## src/rtl/conv_pkg.sv

```systemverilog
// Shared constants for the convolution normalisation datapath.
package conv_pkg;

  // Divider FSM state encoding
  localparam logic [1:0] IDLE = 2'd0;
  localparam logic [1:0] RUN  = 2'd1;
  localparam logic [1:0] DONE = 2'd2;

  // Default operand widths
  localparam int unsigned CONV_DW = 8;
  localparam int unsigned CONV_VW = 4;

endpackage

```

## src/rtl/ripple_subtractor.sv

```systemverilog
// Ripple-carry subtractor: a - b as a + ~b + 1 on a full-adder chain.
module ripple_subtractor #(
  parameter int unsigned W = 5
) (
  input  logic [W-1:0] a,
  input  logic [W-1:0] b,
  output logic [W-1:0] diff,
  output logic         borrow
);

  logic [W:0]   c;
  logic [W-1:0] bn;

  assign bn   = ~b;
  assign c[0] = 1'b1;

  for (genvar i = 0; i < W; i++) begin : g_fa
    assign diff[i] = a[i] ^ bn[i] ^ c[i];
    assign c[i+1]  = (a[i] & bn[i]) | (c[i] & (a[i] ^ bn[i]));
  end

  // No carry out of a + ~b + 1 means b > a
  assign borrow = ~c[W];

endmodule

```

## src/rtl/conv_restoring_divider.sv

```systemverilog
// Sequential unsigned restoring divider, one quotient bit per clock.
module conv_restoring_divider
  import conv_pkg::*;
#(
  parameter int unsigned DW = CONV_DW,
  parameter int unsigned VW = CONV_VW
) (
  input  logic          clk,
  input  logic          rst_n,
  input  logic          start,
  input  logic [DW-1:0] dividend,
  input  logic [VW-1:0] divisor,
  output logic          busy,
  output logic          done,
  output logic [DW-1:0] quotient,
  output logic [VW-1:0] remainder,
  output logic          div_by_zero
);

  localparam int unsigned CW = (DW > 1) ? $clog2(DW) : 1;
  localparam int unsigned PW = VW + 1;

  logic [1:0]    state_q, state_d;
  logic [DW-1:0] d_q, d_d;
  logic [VW-1:0] v_q, v_d;
  logic [PW-1:0] p_q, p_d;
  logic [DW-1:0] qsh_q, qsh_d;
  logic [CW-1:0] cnt_q, cnt_d;
  logic [DW-1:0] quo_q, quo_d;
  logic [VW-1:0] rem_q, rem_d;
  logic          done_q, done_d;
  logic          dbz_q, dbz_d;

  logic [PW-1:0] t;
  logic [PW-1:0] s;
  logic          borrow;
  logic          last;
  logic [DW-1:0] qsh_next;
  logic [PW-1:0] p_next;

  // Shift the next dividend bit into the partial remainder; P < V keeps P[VW] zero
  assign t = {p_q[VW-1:0], d_q[DW-1]};

  ripple_subtractor #(
    .W(PW)
  ) u_sub (
    .a     (t),
    .b     ({1'b0, v_q}),
    .diff  (s),
    .borrow(borrow)
  );

  assign last     = (cnt_q == CW'(DW - 1));
  assign qsh_next = {qsh_q[DW-2:0], ~borrow};
  assign p_next   = borrow ? t : s;

  // Next-state logic: accept in IDLE/DONE, iterate in RUN
  always_comb begin
    state_d = state_q;
    d_d     = d_q;
    v_d     = v_q;
    p_d     = p_q;
    qsh_d   = qsh_q;
    cnt_d   = cnt_q;
    quo_d   = quo_q;
    rem_d   = rem_q;
    done_d  = 1'b0;
    dbz_d   = dbz_q;
    unique case (state_q)
      IDLE, DONE: begin
        if (start) begin
          state_d = RUN;
          d_d     = dividend;
          v_d     = divisor;
          p_d     = '0;
          qsh_d   = '0;
          cnt_d   = '0;
          dbz_d   = 1'b0;
        end else begin
          state_d = IDLE;
        end
      end
      RUN: begin
        d_d   = {d_q[DW-2:0], 1'b0};
        p_d   = p_next;
        qsh_d = qsh_next;
        cnt_d = cnt_q + CW'(1);
        if (last) begin
          state_d = DONE;
          done_d  = 1'b1;
          if (v_q == '0) begin
            quo_d = '1;
            rem_d = '0;
            dbz_d = 1'b1;
          end else begin
            quo_d = qsh_next;
            rem_d = p_next[VW-1:0];
          end
        end
      end
      default: state_d = IDLE;
    endcase
  end

  // State and datapath registers
  always_ff @(posedge clk or negedge rst_n) begin
    if (!rst_n) begin
      state_q <= IDLE;
      d_q     <= '0;
      v_q     <= '0;
      p_q     <= '0;
      qsh_q   <= '0;
      cnt_q   <= '0;
      quo_q   <= '0;
      rem_q   <= '0;
      done_q  <= 1'b0;
      dbz_q   <= 1'b0;
    end else begin
      state_q <= state_d;
      d_q     <= d_d;
      v_q     <= v_d;
      p_q     <= p_d;
      qsh_q   <= qsh_d;
      cnt_q   <= cnt_d;
      quo_q   <= quo_d;
      rem_q   <= rem_d;
      done_q  <= done_d;
      dbz_q   <= dbz_d;
    end
  end

  assign busy        = (state_q == RUN);
  assign done        = done_q;
  assign quotient    = quo_q;
  assign remainder   = rem_q;
  assign div_by_zero = dbz_q;

endmodule

```

## config.mk

```make
export PLATFORM = sky130hd
export DESIGN_NAME = conv_restoring_divider
export DESIGN_NICKNAME = d
export VERILOG_FILES = /design/src/rtl/conv_pkg.sv /design/src/rtl/ripple_subtractor.sv /design/src/rtl/conv_restoring_divider.sv
export SDC_FILE = /design/constraint.sdc
export NUM_CORES = 1
export LEC_CHECK = 0
export ABC_AREA = 1
export CAP_MARGIN = 10
export CORE_AREA = 2 2 63 65
export CTS_BUF_LIST = sky130_fd_sc_hd__clkbuf_16
export CTS_CLUSTER_SIZE = 10
export DETAILED_ROUTE_END_ITERATION = 6
export DIE_AREA = 0 0 65 67
export GPL_TIMING_DRIVEN = 1
export PLACE_DENSITY = 0.81
export SLEW_MARGIN = 5
export SYNTH_ARGS = -nofsm -noshare
export SYNTH_HDL_FRONTEND = slang
export SYNTH_SLANG_ARGS = --single-unit
```

## constraint.sdc

```tcl
create_clock -name clk -period 2.3 [get_ports clk]
set_input_delay 0.575 -clock clk [delete_from_list [all_inputs] [get_ports clk]]
set_output_delay 0.575 -clock clk [all_outputs]
set_load 0.03 [all_outputs]
```

Word level (Yosys, flattened, before mapping). Index checks and enable logic that the tools add are counted.

Eq/ne operators: 6. Add/sub/neg operators: 1. Multiplexer cells: 20. Reductions and logical operators: 8. Bitwise operators: 24.

Operator list (number): 8-bit 2-to-1 mux (2); 8-bit one-hot mux with 2 select lines (1); 7-bit one-hot mux with 2 select lines (1); 4-bit 2-to-1 mux (3); 1-bit bitwise AND (9); 4-bit one-hot mux with 2 select lines (1); 1-bit XOR (8); 7-bit 2-to-1 mux (1); 1-bit 2-to-1 mux (6); 3-bit one-hot mux with 2 select lines (1); 2-bit AND reduction (3); 4-bit inverter with 5-bit output (1); 1-bit OR (5); 4-bit zero test (1); 2-bit by 1-bit != test with 1-bit output, second input constant (2); 2-bit one-hot mux with 2 select lines (1); 4-bit AND reduction (1); 3-bit by 1-bit adder with 3-bit output, second input constant (1); 3-bit equality test, second input constant (1); 3-bit 2-to-1 mux (1); 2-bit by 1-bit equality test with 1-bit output, second input constant (1); 2-bit equality test, second input constant (1); 2-bit zero test (1); 2-bit 2-to-1 mux (1); 5 further kinds (5).

Logic and storage cells: 69. Output and inout bits: 15. Input port bits: 15. Flip-flop bits (word level): 42.

Longest topological paths before layout. Gate-level depths: netlist of run 1.

Depth in word-level cells: 13. Depth in mapped cells: 11. Gate-level depth less buffers: 11.

Cells and area by module. Synthesis of run 1 repeated with hierarchy kept, for this count alone.

Cells, all modules: 197. Area, all modules: 2075.7 sq um.

Modules (own cells, without submodules): conv_restoring_divider (times used 1, area each 1941.9 sq um, cells each 181, seq. area each 1051.0 sq um); ripple_subtractor (times used 1, area each 133.9 sq um, cells each 16, seq. area each 0.0 sq um).

Worst setup path after synthesis of run 1. OpenSTA, ideal clock, no wires.

Kind: register to register. Start: register d_q[7]. End: register p_q[1]. Data required time: 2159 ps. Stages on the path, launching flop included: 12. Clock period less this slack: 2129 ps. Arrival: 1988 ps. Path slack: 171 ps. Cell sequence: dfrtp_1 > inv_1 > ha_1 > inv_1 > fa_1 > inv_1 > fa_1 > fa_1 > nand2_1 > nand2_1 > o21ai_0 > o22ai_1.

Word-level cells in the longest chain between the ends: 12. Elaborated cells on any way between the ends: 14. Classes of those cells: mux: 2; bitwise: 12.

RTL lines: start: declaration (line conv_restoring_divider.sv:24) `logic [DW-1:0] d_q, d_d;`; start signal: assignment (line conv_restoring_divider.sv:109) `d_q <= '0;`; start signal: assignment (line conv_restoring_divider.sv:120) `d_q <= d_d;`; 1-bit bitwise AND or 1-bit XOR (tied branches) (line ripple_subtractor.sv:19) `assign c[i+1] = (a[i] & bn[i]) | (c[i] & (a[i] ^ bn[i]));`; 1-bit OR * (line ripple_subtractor.sv:19); 1-bit bitwise AND (line ripple_subtractor.sv:19); 1-bit OR (line ripple_subtractor.sv:19); 1-bit bitwise AND (line ripple_subtractor.sv:19); 1-bit OR (line ripple_subtractor.sv:19); 1-bit bitwise AND (line ripple_subtractor.sv:19); 1-bit OR (line ripple_subtractor.sv:19); 1-bit bitwise AND (line ripple_subtractor.sv:19); 1-bit OR (line ripple_subtractor.sv:19); 4-bit 2-to-1 mux * (line conv_restoring_divider.sv:55) `assign p_next = borrow ? t : s;`; 4-bit one-hot mux with 2 select lines * (line conv_restoring_divider.sv:69) `unique case (state_q)`; end signal: assignment (line conv_restoring_divider.sv:122) `p_q <= p_d;`; end: declaration (line conv_restoring_divider.sv:26) `logic [PW-1:0] p_q, p_d;`.

Mark *: on every way between the ends. The rest lies on a longest branch, timed or not. A chain may end at the register's enable or synchronous reset.

Final worst setup path of run 1.
Start: register d_q[7]. End: register p_q[2].

Word-level cells in the longest chain between the ends: 12. Elaborated cells on any way between the ends: 14. Classes of those cells: mux: 2; bitwise: 12.

RTL lines (line): 1-bit bitwise AND or 1-bit XOR (tied branches) (ripple_subtractor.sv:19); 1-bit OR * (ripple_subtractor.sv:19); 1-bit bitwise AND * (ripple_subtractor.sv:19); 1-bit OR * (ripple_subtractor.sv:19); 1-bit bitwise AND (ripple_subtractor.sv:19); 1-bit OR (ripple_subtractor.sv:19); 1-bit bitwise AND (ripple_subtractor.sv:19); 1-bit OR (ripple_subtractor.sv:19); 1-bit bitwise AND (ripple_subtractor.sv:19); 1-bit OR (ripple_subtractor.sv:19); 4-bit 2-to-1 mux * (conv_restoring_divider.sv:55); 4-bit one-hot mux with 2 select lines * (conv_restoring_divider.sv:69).

Marks and branches as above.

==> flow_metrics.env, run 1 <==
export IMPL_status="complete, no violations"
export IMPL_place_congestion=0.799
export IMPL_hold_viol_final=0
export IMPL_end_kind="flip-flop"
export IMPL_reg2reg_slack_ns=0.09
export IMPL_vdd_drop_max_mv=0.857
export IMPL_rsz0062_at_grt="false"
export IMPL_ys_types=24
export IMPL_portBuffers=29
export IMPL_coreArea_um2=3610
export IMPL_synth_nets=205
export IMPL_synth_top_family_by_area="simple AND/OR/NAND/NOR gates"
export IMPL_r2r_end="p_q[2]"
export IMPL_grt_total_usage_pct=18.4
export IMPL_setup_worst_path_class="flip-flop to flip-flop"
export IMPL_maxSlewHeadroom_pct=67.8
export IMPL_hpwl_mm=2.31
export IMPL_hold_class="input pin to asynchronous set/reset pin"
export IMPL_row_count=22
export IMPL_drive_gt1_share_pct=16.3
export IMPL_synth_seq_area_share_pct=57.1
export IMPL_final_setup_tns_ns=0
export IMPL_drtAntennaViolNets=0
export IMPL_drcViolationCount=0
export IMPL_fin_crit_sh_pct=96.0
export IMPL_first_iter_violations=97
export IMPL_grt_pass1_wl_mm=5.84
export IMPL_drtPass1Iterations=4
export IMPL_cp_data_required_time_ns=2.45
export IMPL_fmax_ghz=0.453
export IMPL_ctsHoldBuffers=0
export IMPL_reg2reg_depth=12
export IMPL_synth_xor_area_share_pct=0
export IMPL_synthAdderAreaFrac_pct=5.30
export IMPL_finalMaxSlewViolations=0
export IMPL_cts_tree="done"
export IMPL_clock_root_buffer="clkbuf_16"
export IMPL_antenna_found_initial=0
export IMPL_arrival_ns=2.36
export IMPL_pwr_density_cell_nw_per_um2=1670
export IMPL_grt_pass1_vias=1271
export IMPL_synth_seq_cells=42
export IMPL_syn_inst=184
export IMPL_die_y_um=67
export IMPL_clk_pin_slew_worst_paths_ns=0.06
export IMPL_synth_warnings=0
export IMPL_syn_area_per_cell_um2=10.0
export IMPL_diodes=0
export IMPL_viasPerCell=5.00
export IMPL_start_util_pct=51.1
export IMPL_numCtsBuffers=5
export IMPL_timing_rr_start="d_q[7]"
export IMPL_finalPower_mw=3.98
export IMPL_cts_sinks=42
export IMPL_htreeDepth=2
export IMPL_synthMuxAreaShare_pct=1.83
export IMPL_final_util_pct=66.2
export IMPL_hold_ws_ns=0.250
export IMPL_die_area_um2=4360
export IMPL_yosys_area_share_simple_pct=14.5
export IMPL_syn_to_final_growth_pct=29.6
export IMPL_overflow=0
export IMPL_post_route_min_period_ns=2.21
export IMPL_syn_area_um2=1840
export IMPL_wl_per_cell_um=12.9
export IMPL_vias=1344
export IMPL_setup_viol=0
export IMPL_cap_violations=0
export IMPL_routed_wl_mm=3.47
export IMPL_worst_pin_slew_ns=0.483
export IMPL_synth_compound_area_share_pct=12.4
export IMPL_cts_max_path_buffers=2
export IMPL_fin_skew_ns=0.00353
export IMPL_boundaryPins=30
export IMPL_clkLatencyLatePin_ns=0.28
export IMPL_crit_fanout=8
export IMPL_die_w_um=65
export IMPL_grt_max_degree=23
export IMPL_power_leakage_nw=1.14
export IMPL_num_nets_final=241
export IMPL_startpoint_type="flip-flop"
==> what timing repair did <==
| item | CTS | global route |
|---|---|---|
| hold endpoints to repair | 0 | 0 |
| endpoints found under the setup margin | 5 | 6 |
| setup buffers | 0 | 4 |
| pin swaps | 0 | 2 |
| resized for setup | 2 | 8 |
==> worst max-delay path by stage <==
stage | startpoint | endpoint | slack, ns | cells after the start
finish | d_q[7] | p_q[2] | 0.09 | 12
global route | d_q[7] | p_q[0] | 0.002 | 11
CTS | d_q[7] | p_q[3] | 0.02 | 11
detailed placement | d_q[7] | p_q[3] | -0.06 | 11
global placement | d_q[7] | p_q[0] | 0.09 | 11
floorplan | d_q[7] | p_q[1] | 0.17 | 11
==> cell usage in the layout (no fill, tap or decap), drive strengths merged, types with 3 or more instances in the layout <==
cell,n
fa,3
o21ai,12
ha,3
mux2,3
a21oi,11
nor2,25
o22ai,15
dfrtp,42
nand2,25
inv,29
clkbuf,5
nor3,7
clkdlybuf4s50,28
buf,8
==> worst max-delay path: stages, from the launching register on <==
cell     delay (ns)
dfrtp_1        0.37
inv_1          0.05
ha_1           0.18
inv_1          0.06
fa_1           0.16
inv_1          0.05
fa_1           0.37
fa_2           0.37
nand2_4        0.11
buf_4          0.13
nand2_1        0.06
o21ai_2        0.08
o22ai_1        0.08
==> layout make-up <==
type | instances | area, µm²
multi-input combinational | 106 | 651
timing repair buffer | 36 | 350
sequential | 42 | 1050
clock buffer | 5 | 125
fill | 282 | 1220
clock inverter | 3 | 40.0
inverter | 29 | 109
tap | 48 | 60.1
==> cells in the mapped netlist (all sizes together) <==
master / instances / area share [%]
nor3: 7 / 1.9
nand2: 25 / 6.5
mux2: 3 / 1.8
dfrtp: 42 / 57
o21ai: 12 / 4.1
a21oi: 11 / 3.2
clkbuf: 1 / 0.20
o22ai: 15 / 5.1
nand3: 2 / 0.54
inv: 29 / 5.9
nor2: 25 / 5.6
ha: 3 / 2.0
buf: 6 / 2.8
fa: 3 / 3.3
==> per-layer routing <==
metal / up-vias / share of wire, % / routed length [µm] / track usage (%)
met2: 38 / 48 / 1670 / 29.9
li1: 666 / - / - / -
met1: 632 / 44 / 1520 / 23.1
met5: - / 0 / 0 / 0
met4: 0 / 2.1 / 73 / 7.18
met3: 8 / 5.7 / 199 / 5.57
==> registers in the layout, summed over array words and instances (netlist names) <==
| signal | cells |
|---|---|
| d_q | 8 |
| quotient | 8 |
| qsh_q | 7 |
| p_q | 4 |
| remainder | 4 |
| v_q | 4 |
| cnt_q | 3 |
| state_q | 2 |
| div_by_zero | 1 |
| done | 1 |
==> power by group <==
group	internal, mW	total [mW]	switching [mW]	leakage [nW]
Sequential	1.09	1.30	0.208	0.497
Combinational	0.779	1.91	1.13	0.562
Clock	0.507	0.774	0.267	0.0836
Total	2.37	3.98	1.61	1.14
==> cells by family (layout without fill, tap and decap cells) <==
group,Yosys count,after routing
compound gates,38,38
fa+ha+maj,6,6
buf+inv,36,73
flops,42,42
mux,3,3
simple gates,59,59
==> through the flow <==
step	instances	instance area [µm²]	setup WS, ns
floorplan	184	1840	0.171
global placement	257	2170	0.0894
detailed placement	257	2170	-0.0574
CTS	265	2340	0.0155
global route	269	2390	0.00160
finish	269	2390	0.0929
No activity file was read; power rests on OpenSTA's default activity.
==> run 2: changes to the inputs <==
Settings changed: CORE_AREA 2 2 63 65 to 5 5 69 71, DIE_AREA 0 0 65 67 to 0 0 74 76, PLACE_DENSITY 0.81 to 0.78.
Clock period 2.3 ns to 2 ns, I/O delays scaled along.
==> flow_metrics.env, run 2 (synthesis results as in run 1) <==
export IMPL_routed_wl_mm=3.40
export IMPL_numCtsBuffers=5
export IMPL_die_w_um=74
export IMPL_row_count=24
export IMPL_instances_no_fill=275
export IMPL_boundaryPins=30
export IMPL_fin_crit_sh_pct=103
export IMPL_setup_slack_ns=-0.0591
export IMPL_place_detailed_instances=265
export IMPL_crit_fanout=5
export IMPL_end_kind="flip-flop"
export IMPL_grt_total_usage_pct=13.8
export IMPL_worst_pin_slew_ns=0.482
export IMPL_die_y_um=76
export IMPL_status="finished with violations"
export IMPL_cap_violations=0
export IMPL_post_route_min_period_ns=2.06
export IMPL_first_iter_violations=67
export IMPL_cts_max_path_buffers=2
export IMPL_coreArea_um2=4170
export IMPL_clkLatencyLatePin_ns=0.28
export IMPL_cp_data_required_time_ns=2.21
export IMPL_die_area_um2=5620
export IMPL_vdd_drop_max_mv=0.697
export IMPL_clk_pin_slew_worst_paths_ns=0.05
export IMPL_overflow=0
export IMPL_hold_viol_final=0
export IMPL_clock_root_buffer="clkbuf_16"
export IMPL_vias=1347
export IMPL_grt_pass1_vias=1374
export IMPL_hpwl_mm=2.43
export IMPL_grt_max_degree=24
export IMPL_diodes=0
export IMPL_start_util_pct=44.1
export IMPL_layout_commonest_cell="dfrtp_1"
export IMPL_num_nets_final=244
export IMPL_power_leakage_nw=1.14
export IMPL_hold_ws_ns=0.175
export IMPL_drive_gt1_share_pct=22.0
export IMPL_multi_input_area_um2=683
export IMPL_rsz0062_at_grt="true"
export IMPL_pwr_density_cell_nw_per_um2=1890
export IMPL_fin_skew_ns=0.00214
export IMPL_startpoint_type="flip-flop"
export IMPL_drtAntennaViolNets=0
export IMPL_htreeDepth=2
export IMPL_final_setup_tns_ns=-0.355
export IMPL_ff_latch_area_um2=1050
export IMPL_setup_viol=9
export IMPL_fmax_ghz=0.486
export IMPL_portBuffers=29
export IMPL_maxSlewHeadroom_pct=67.9
export IMPL_grt_pass1_wl_mm=6.00
export IMPL_cts_sinks=42
export IMPL_viasPerCell=4.90
export IMPL_place_congestion=0.733
export IMPL_setup_worst_path_class="flip-flop to flip-flop"
export IMPL_mostFrequentLayoutCells="dfrtp_1, clkdlybuf4s50_1, inv_1, nor2_1, nand2_1"
export IMPL_wl_per_cell_um=12.4
export IMPL_ctsHoldBuffers=0
export IMPL_finalMaxSlewViolations=0
export IMPL_violations="negative setup slack"
export IMPL_antenna_found_initial=0
export IMPL_cts_tree="done"
export IMPL_fillers=382
export IMPL_hold_class="input pin to asynchronous set/reset pin"
export IMPL_drcViolationCount=0
export IMPL_syn_to_final_growth_pct=30.8
export IMPL_drtPass1Iterations=4
export IMPL_arrival_ns=2.27
run 2: final timing paths:
path                       startpoint      endpoint  slack, ns  depth (start not counted)
setup / recovery               d_q[7]  remainder[1]      -0.06                         11
hold / removal                  rst_n        d_q[2]       0.17                          1
setup reg to reg               d_q[7]  remainder[1]      -0.06                         11
hold reg to reg              cnt_q[0]      cnt_q[0]       0.48                          1
max in group asynchronous       rst_n   quotient[1]       1.35                          2
min in group clk             cnt_q[0]      cnt_q[0]       0.48                          1
run 2: timing repair:
action                                  in CTS  in global routing
pin swaps                                    2                  4
endpoints found under the setup margin       9                 10
gates cloned                                 1                  0
gates resized for setup                     10                  3
buffers inserted                             1                  1
run 2: routing by layer:
layer	share of wire (%)	GRT usage, %
met1	42	16.9
met2	49	22.0
met3	7.6	4.22
met4	2.1	6.52
met5	0	0
run 2: stage by stage:
| step | area [µm²] | total power, mW | setup WS [ns] | utilization (%) |
|---|---|---|---|---|
| 6_report | 2410 | 4.56 | -0.0591 | 57.7 |
| 5_1_grt | 2410 | 4.93 | -0.158 | 57.7 |
| 4_1_cts | 2390 | 4.55 | -0.0390 | 57.4 |
| 3_5_place_dp | 2220 | 3.63 | -0.0870 | 53.2 |
| 3_3_place_gp | 2220 | 3.54 | 0.00335 | 53.2 |
| 2_1_floorplan | 1860 | 2.98 | 0.0165 | - |
run 2: area by class of cell:
type / instances / area share, %
clock buffers: 5 / 5.19
clock inverters: 2 / 0.415
inverters: 29 / 4.52
multi-input cells: 107 / 28.3
flip-flops and latches: 42 / 43.6
well taps: 52 / 2.70
repair buffers: 38 / 15.2
run 2: worst max-delay path, stage by stage (launching register included):
cell,delay (ns)
dfrtp_1,0.35
inv_1,0.05
ha_2,0.18
inv_2,0.05
fa_2,0.18
inv_2,0.04
fa_2,0.33
fa_2,0.39
nand2_4,0.13
buf_6,0.11
o21ai_4,0.05
o21ai_2,0.12
run 2: power breakdown:
part	switching, mW	leakage [nW]	internal (mW)	total (mW)
clock network	0.292	0.0694	0.449	0.741
logic	1.35	0.573	0.984	2.33
registers	0.234	0.497	1.25	1.49
total	1.87	1.14	2.69	4.56
==> run 3: changes to the inputs <==
Settings changed: ABC_CLOCK_PERIOD_IN_PS from default to 2000, CELL_PAD_IN_SITES_DETAIL_PLACEMENT from default to 1, CELL_PAD_IN_SITES_GLOBAL_PLACEMENT from default to 2, CORE_AREA 5 5 69 71 to 5 5 85 87, DIE_AREA 0 0 74 76 to 0 0 90 92.
==> flow_metrics.env, run 3 (synthesis results as in run 1) <==
export IMPL_status="finished with violations"
export IMPL_violations="negative setup slack"
export IMPL_fmax_ghz=0.478
export IMPL_ctsHoldBuffers=0
export IMPL_cp_data_required_time_ns=2.15
export IMPL_start_util_pct=29.3
export IMPL_end_kind="flip-flop"
export IMPL_place_ws_ns=-0.0953
export IMPL_arrival_ns=2.24
export IMPL_overflow=0
export IMPL_routed_wl_mm=4.24
export IMPL_cts_max_path_buffers=2
export IMPL_worst_pin_slew_ns=0.507
export IMPL_ff_latch_area_um2=1050
export IMPL_startpoint_type="flip-flop"
export IMPL_multi_input_area_um2=702
export IMPL_crit_fanout=5
export IMPL_clock_root_buffer="clkbuf_16"
export IMPL_setup_viol=10
export IMPL_layout_commonest_cell="dfrtp_1"
export IMPL_die_y_um=92
export IMPL_cts_sinks=42
export IMPL_coreArea_um2=6280
export IMPL_grt_total_usage_pct=11.2
export IMPL_viasPerCell=4.46
export IMPL_die_area_um2=8280
export IMPL_htreeDepth=2
export IMPL_stdcell_area_um2=2510
export IMPL_row_count=29
export IMPL_setup_slack_ns=-0.0934
export IMPL_cap_violations=0
export IMPL_hold_class="input pin to asynchronous set/reset pin"
export IMPL_setup_worst_path_class="flip-flop to flip-flop"
export IMPL_first_iter_violations=36
export IMPL_wl_per_cell_um=14.0
export IMPL_power_leakage_nw=1.18
export IMPL_drive_gt1_share_pct=22.1
export IMPL_fin_skew_ns=0.00674
export IMPL_pwr_density_cell_nw_per_um2=1970
export IMPL_grt_max_degree=24
export IMPL_hold_viol_final=0
export IMPL_numCtsBuffers=5
export IMPL_cts_tree="done"
export IMPL_antenna_found_initial=0
export IMPL_finalMaxSlewViolations=0
export IMPL_post_route_min_period_ns=2.09
export IMPL_diodes=0
export IMPL_syn_to_final_growth_pct=36.3
export IMPL_vdd_drop_max_mv=0.806
export IMPL_vias=1351
export IMPL_maxSlewHeadroom_pct=66.2
export IMPL_portBuffers=29
export IMPL_num_nets_final=246
export IMPL_rsz0062_at_grt="true"
export IMPL_drcViolationCount=0
export IMPL_clk_pin_slew_worst_paths_ns=0.06
export IMPL_mostFrequentLayoutCells="dfrtp_1, inv_1, clkdlybuf4s50_1, nor2_1, nand2_1"
export IMPL_die_w_um=90
export IMPL_grt_pass1_wl_mm=7.56
export IMPL_placed_area_um2=2260
export IMPL_place_congestion=0.728
export IMPL_fillers=731
export IMPL_fin_crit_sh_pct=105
export IMPL_hpwl_mm=3.01
export IMPL_clkLatencyLatePin_ns=0.28
export IMPL_grt_pass1_vias=1540
export IMPL_drtAntennaViolNets=0
export IMPL_drtPass1Iterations=4
export IMPL_boundaryPins=30
==> run 3: changes by cell type in the layout (fill, tap and decap cells not counted), moves of 2 or more <==
cell      previous run  this run
buf_6                1         3
clkinv_2             2         0
inv_1               26        28
nand2_2              6         3
nand2_4              4         6
o21ai_1              2         0
==> run 3: worst max-delay path, stage by stage (launching register included) <==
cell,delay (ns)
dfrtp_1,0.35
inv_1,0.05
ha_2,0.17
inv_2,0.05
fa_2,0.18
inv_2,0.04
fa_2,0.33
fa_2,0.40
nand2_4,0.12
nand2_1,0.10
o21ai_4,0.08
o22ai_1,0.08
==> run 3: repair_timing <==
item / 4_1_cts / 5_1_grt
buffers inserted: 2 / 1
resized for setup: 13 / 4
pin swaps: 2 / 0
setup endpoints to repair: 9 / 10
gates cloned: 1 / 0
==> run 3: through the flow <==
step	hold slack, ns	power (mW)	utilization (%)	cells	TNS (ns)
floorplan	0.204	2.98	-	184	0
detailed placement	0.471	3.72	36.0	291	-0.407
finish	0.180	4.93	40.0	303	-0.498
CTS	0.207	4.92	39.6	302	-0.318
global route	0.219	5.35	40.0	303	-1.24
global placement	0.460	3.62	36.0	291	-0.0320
==> run 3: area by class of cell <==
| class | count | area share (%) |
|---|---|---|
| clock buffer | 5 | 4.99 |
| clock inverter | 3 | 1.50 |
| inverter | 29 | 4.34 |
| multi-input combinational | 107 | 28.0 |
| sequential | 42 | 41.9 |
| tap | 77 | 3.84 |
| timing repair buffer | 40 | 15.5 |
==> run 3: per-layer routing <==
| layer | GRT usage (%) | vias up | routed length [µm] |
|---|---|---|---|
| li1 | - | 676 | - |
| met5 | 0 | - | 0 |
| met1 | 13.7 | 640 | 1880 |
| met3 | 3.44 | 5 | 220 |
| met4 | 2.98 | 0 | 46 |
| met2 | 19.4 | 30 | 2090 |
==> run 3: worst paths after layout <==
check,startpoint,endpoint,slack (ns),cells after the start
worst max-delay path,d_q[7],p_q[1],-0.09,11
worst min-delay path,rst_n,d_q[4],0.18,1
worst max register to register,d_q[7],p_q[1],-0.09,11
worst min register to register,cnt_q[0],cnt_q[0],0.48,1
max in group asynchronous,rst_n,quotient[2],1.32,2
min in group clk,cnt_q[0],cnt_q[0],0.48,1
==> run 3: where the power goes <==
| group | internal (mW) | leakage, nW | total, mW | switching, mW |
|---|---|---|---|---|
| combinational | 1.08 | 0.594 | 2.54 | 1.46 |
| sequential | 1.25 | 0.497 | 1.50 | 0.246 |
| clock | 0.580 | 0.0864 | 0.899 | 0.319 |
| total | 2.91 | 1.18 | 4.93 | 2.02 |
